===== src/rtl/counter_pkg.sv =====
// ============================================================================
// Module   : counter_pkg
// Purpose  : Shared direction encodings and load clamp helper for the counter.
// Revision : 1.0 - initial release
// ============================================================================
`default_nettype none

package counter_pkg;

  localparam logic DIR_UP = 1'b1;
  localparam logic DIR_DN = 1'b0;

  // Operands are widened to 32 bits so one helper serves every counter width.
  function automatic logic [31:0] clamp_val(input logic [31:0] val,
                                            input logic [31:0] max);
    return (val > max) ? max : val;
  endfunction

endpackage

`default_nettype wire


===== src/rtl/counter_updown_mod_next_val.sv =====
// ============================================================================
// Module   : counter_next_val
// Purpose  : Combinational next-count and wrap/saturation event decode.
// Revision : 1.0 - initial release
// ============================================================================
`default_nettype none

module counter_next_val
  import counter_pkg::*;
#(
  parameter int unsigned      WIDTH   = 8,
  parameter logic [WIDTH-1:0] MAX_VAL = {WIDTH{1'b1}}
) (
  input  logic [WIDTH-1:0] count,
  input  logic             mode,
  input  logic             en,
  input  logic             sat,
  output logic [WIDTH-1:0] next_count,
  output logic             wrap_evt,
  output logic             sat_evt
);

  logic [WIDTH:0] w_inc;
  logic [WIDTH:0] w_dec;

  // One extra bit so the increment past MAX_VAL and the borrow below zero are visible.
  assign w_inc = {1'b0, count} + {{WIDTH{1'b0}}, 1'b1};
  assign w_dec = {1'b0, count} - {{WIDTH{1'b0}}, 1'b1};

  always_comb begin
    next_count = count;
    wrap_evt   = 1'b0;
    sat_evt    = 1'b0;
    if (en) begin
      unique case (mode)
        DIR_UP: begin
          if (w_inc > {1'b0, MAX_VAL}) begin
            if (sat) begin
              sat_evt = 1'b1;
            end else begin
              next_count = '0;
              wrap_evt   = 1'b1;
            end
          end else begin
            next_count = w_inc[WIDTH-1:0];
          end
        end
        DIR_DN: begin
          if (w_dec[WIDTH]) begin
            if (sat) begin
              sat_evt = 1'b1;
            end else begin
              next_count = MAX_VAL;
              wrap_evt   = 1'b1;
            end
          end else begin
            next_count = w_dec[WIDTH-1:0];
          end
        end
        default: next_count = count;
      endcase
    end
  end

endmodule

`default_nettype wire


===== src/rtl/counter_updown_mod.sv =====
// ============================================================================
// Module   : counter_updown_mod
// Purpose  : Modulo up/down counter with load, clear, enable and wrap pulse.
//            Define COUNTER_UPDN_SAT_EN to add the sat input / sat_hit output.
// Revision : 1.0 - initial release
// ============================================================================
`default_nettype none

module counter_updown_mod
  import counter_pkg::*;
#(
  parameter int unsigned      WIDTH     = 8,
  parameter logic [WIDTH-1:0] MAX_VAL   = {WIDTH{1'b1}},
  parameter logic [WIDTH-1:0] RESET_VAL = '0
) (
  input  logic             clk,
  input  logic             reset,
  input  logic             clear,
  input  logic             load,
  input  logic [WIDTH-1:0] load_val,
  input  logic             en,
  input  logic             mode,
  output logic [WIDTH-1:0] count,
  output logic             wrap,
  output logic             at_max,
  output logic             at_min
`ifdef COUNTER_UPDN_SAT_EN
  ,
  input  logic             sat,
  output logic             sat_hit
`endif
);

  if (WIDTH < 1 || WIDTH > 32) begin : g_chk_width
    $error("counter_updown_mod: WIDTH must be 1..32");
  end
  if (MAX_VAL == '0) begin : g_chk_max
    $error("counter_updown_mod: MAX_VAL must be at least 1");
  end
  if (RESET_VAL > MAX_VAL) begin : g_chk_rst
    $error("counter_updown_mod: RESET_VAL must not exceed MAX_VAL");
  end

  logic [WIDTH-1:0] count_q;
  logic [WIDTH-1:0] count_d;
  logic             wrap_q;
  logic             wrap_d;
  logic [WIDTH-1:0] w_next_count;
  logic             w_wrap_evt;
  logic             w_sat;

`ifdef COUNTER_UPDN_SAT_EN
  logic             w_sat_evt;
  logic             sat_hit_q;
  logic             sat_hit_d;
  assign w_sat = sat;
`else
  logic             w_sat_evt_unused;
  assign w_sat = 1'b0;
`endif

  counter_next_val #(
    .WIDTH   (WIDTH),
    .MAX_VAL (MAX_VAL)
  ) u_next_val (
    .count      (count_q),
    .mode       (mode),
    .en         (en),
    .sat        (w_sat),
    .next_count (w_next_count),
    .wrap_evt   (w_wrap_evt),
`ifdef COUNTER_UPDN_SAT_EN
    .sat_evt    (w_sat_evt)
`else
    .sat_evt    (w_sat_evt_unused)
`endif
  );

  // Clear and load both zero the event pulses, so they suppress a pending wrap.
  always_comb begin
    count_d = count_q;
    wrap_d  = 1'b0;
`ifdef COUNTER_UPDN_SAT_EN
    sat_hit_d = 1'b0;
`endif
    if (clear) begin
      count_d = RESET_VAL;
    end else if (load) begin
      count_d = WIDTH'(clamp_val(32'(load_val), 32'(MAX_VAL)));
    end else begin
      count_d = w_next_count;
      wrap_d  = w_wrap_evt;
`ifdef COUNTER_UPDN_SAT_EN
      sat_hit_d = w_sat_evt;
`endif
    end
  end

  always_ff @(posedge clk or posedge reset) begin
    if (reset) begin
      count_q <= RESET_VAL;
      wrap_q  <= 1'b0;
    end else begin
      count_q <= count_d;
      wrap_q  <= wrap_d;
    end
  end

`ifdef COUNTER_UPDN_SAT_EN
  always_ff @(posedge clk or posedge reset) begin
    if (reset) begin
      sat_hit_q <= 1'b0;
    end else begin
      sat_hit_q <= sat_hit_d;
    end
  end
  assign sat_hit = sat_hit_q;
`endif

  assign count  = count_q;
  assign wrap   = wrap_q;
  assign at_max = (count_q == MAX_VAL);
  assign at_min = (count_q == '0);

endmodule

`default_nettype wire


===== config.mk =====
export PLATFORM = sky130hd
export DESIGN_NAME = counter_updown_mod
export DESIGN_NICKNAME = d
export VERILOG_FILES = /design/src/rtl/counter_pkg.sv /design/src/rtl/counter_updown_mod_next_val.sv /design/src/rtl/counter_updown_mod.sv
export SDC_FILE = /design/constraint.sdc
export NUM_CORES = 1
export LEC_CHECK = 0
export CORE_UTILIZATION = 45
export CTS_CLUSTER_DIAMETER = 150
export DETAILED_ROUTE_END_ITERATION = 10
export GPL_TIMING_DRIVEN = 0
export HOLD_SLACK_MARGIN = 0.08
export PLACE_DENSITY = 0.73
export SYNTH_ARGS = -nofsm -noshare
export SYNTH_HDL_FRONTEND = slang
export SYNTH_SLANG_ARGS = --single-unit

===== constraint.sdc =====
create_clock -name clk -period 2.9 [get_ports clk]
set_clock_uncertainty 0.2 [all_clocks]
set_input_delay 0.435 -clock clk [delete_from_list [all_inputs] [get_ports clk]]
set_output_delay 0.435 -clock clk [all_outputs]
set_load 0.05 [all_outputs]

==> results.cfg <==
[timing]
period_minus_slack_ns = 2.68
worst_pin_slew_ns = 0.559
max_freq_ghz = 0.374
drv_slew = 0
slew_headroom_pct = 62.7
min_period_over_period_pct = 92.3
finalHoldViolCount = 0
setup_viol = 0
tns_ns = 0
rsz0062_at_grt = false

[logic_synthesis]
netlist_instances = 133
synth_cell_type_count = 45
synthMuxAreaShare_pct = 1.87
ys_seq_area_share_pct = 21.0
synthSimpleGateAreaFrac_pct = 27.3
syn_area_per_cell_sq_um = 8.05
synth_ff_type = dfrtp_1
synth-xor-area-share_pct = 5.72
synthTopCellsByArea = dfrtp_1 (21%), ha_1 (5.8%), a221oi_2 (4.2%)
ys_seq_elements = 9
synth_nets = 152
synth_top_family_by_area = compound AO/OA/AOI/OAI gates
yosys.area_share.adder_pct = 5.84
ys_warn_count = 0
async_reset_ff_share_pct = 100
netlist.area_leader.share_pct = 21.0
yosysTopAreaCell = dfrtp_1
synth_compound_area_share_pct = 29.8
syn-cell-area_sq_mm = 0.00107
synth_edf_count = 0

[cts]
clk_pin_slew_worst_paths_ns = 0.07
cts_max_level = 1
clockBufferDepth = 2
cts_tree = done
clkLatencyLatePin_ns = 0.27
cts_resized = 1
cts-root-buf = clkbuf_4
hold_buffers = 0
cts_setup_buffers = 0
cts_sinks = 9
cts_buffers = 3

[grt]
use_met1_pct = 36.6
grt_pass1_wl_um = 5200
grt_pass1_vias = 1116
antenna_found_initial = 0
grt_max_degree = 12
grt_use_met3_pct = 6.06
grt_overflow = 0
met2_usage_pct = 43.6
gr-usage-all-layers_pct = 27.3
busiest_layer = met2

[floorplan]
boundaryPins = 25
row_count = 17
die-area_sq_mm = 0.00258
die_w_um = 50.8
fp.coreArea_sq_mm = 0.00223
start_util_pct = 48.0
fp.dieH_um = 50.8

[layout]
final_cell_mix = clkdlybuf4s50_1 (20), nor2_1 (10), nand2_1 (9), dfrtp_1 (9), inv_1 (8)
multiInputGateArea_sq_um = 756
instances_no_fill = 187
fill_cells = 205
final_nets = 179
drive_gt1_share_pct = 11.9
final_common_cell = clkdlybuf4s50_1
seq_area_sq_um = 225
area_growth_syn_to_layout_pct = 26.4
final_area_sq_mm = 0.00135
diodes = 0
fin_util_pct = 60.6

[place]
placed_cell_area_sq_mm = 0.00133
gp_congestion = 0.891
dp_hpwl_um = 2270
portBuffers = 22
dp.cells = 183

[detailed_routing]
drtPass1Iterations = 4
drt_iter0_drc = 33
route.detailed.drc = 0
viasPerCell = 6.13
antenna_left = 0
routed_wl_um = 3040
vias = 1146
detail_route.wl_per_cell_um = 16.3

[setup_path]
endpoint_kind = output port
crit_required_ns = 2.27
critPathKind = register to output port
critPathMaxFanout = 10
worst-endpoint-arrival_ns = 2.04
startpoint = count[4]
r2r_start = count[0]
cp-start-kind = register

[pwr]
pwr-share-seq_pct = 31.1
intPower_mw = 0.280
combinationalPowerShare_pct = 48.1
vdd_drop_max_mv = 0.285
finalPower_mw = 0.486
power.density_mw_per_mm2 = 359
leakagePower_nw = 0.548
switchingPower_mw = 0.205
p_clk_share_pct = 20.8
sw_frac_of_total_pct = 42.3

[hold_path]
hold_class = input pin to asynchronous set/reset pin

[run]
max-cap-violations = 0

[outcome]
outcome = finished, final reports clean
-- cell usage after synthesis, drive strengths merged, types with 4 or more instances --
library cell / n
inv: 8
a221oi: 6
nand3: 6
nor2: 10
o211ai: 4
dfrtp: 9
ha: 5
o21ai: 5
a21oi: 7
buf: 8
xnor2: 4
nand2: 9
-- worst paths after layout --
kind                       endpoint  depth (start not counted)  slack, ns
max                          at_min                          4       0.22
min                            wrap                          2       0.24
max reg2reg                count[3]                          8       0.40
min reg2reg                count[5]                          4       0.54
max in group asynchronous  count[4]                          2       2.00
min in group clk           count[1]                          2       0.49
-- power groups by stage --
stage | registers (mW) | logic [mW] | clock network [mW]
floorplan | 0.184 | 0.130 | 0
global placement | 0.153 | 0.231 | 0
detailed placement | 0.153 | 0.232 | 0
CTS | 0.151 | 0.232 | 0.104
global route | 0.153 | 0.252 | 0.109
finish | 0.151 | 0.234 | 0.101
-- registers in the layout, indices dropped and copies added (netlist names) --
register and count:
wrap 1, count 8
-- worst max-delay path, cell delays in order (launching register included) --
cell and delay (ns):
dfrtp_1 0.41, buf_2 0.19, nor4_1 0.42, and3_1 0.22
dlygate4sd2_1 0.53
-- area by class of cell --
type	instances	share of cell area, %
Buffer	11	4.44
Timing Repair Buffer	22	16.4
Tap cell	28	2.59
Inverter	8	2.22
Clock buffer	4	1.94
Multi-Input combinational cell	105	55.8
Sequential cell	9	16.6
-- kinds of logic after synthesis --
logic type,after synthesis
xor gates and xnor gates,7
muxes,2
AOI/OAI and AO/OA,40
adders and majority gates,5
buffers and inverters,19
DFF,9
and+or+nand+nor,51
-- per-stage QoR --
stage | setup slack (ns) | hold WS, ns
finish | 0.224 | 0.237
global route | 0.122 | 0.277
CTS | 0.0500 | 0.255
detailed placement | 0.288 | 0.536
global placement | 0.275 | 0.534
floorplan | 0.443 | 0.0629
-- routing by layer --
metal | routed length [um] | vias up | share of wire, %
li1 | - | 555 | -
met1 | 1320 | 540 | 43
met2 | 1490 | 49 | 49
met3 | 215 | 2 | 7.1
met4 | 14 | 0 | 0.46
met5 | 0 | - | 0
Power figures use the tool's default switching activity.
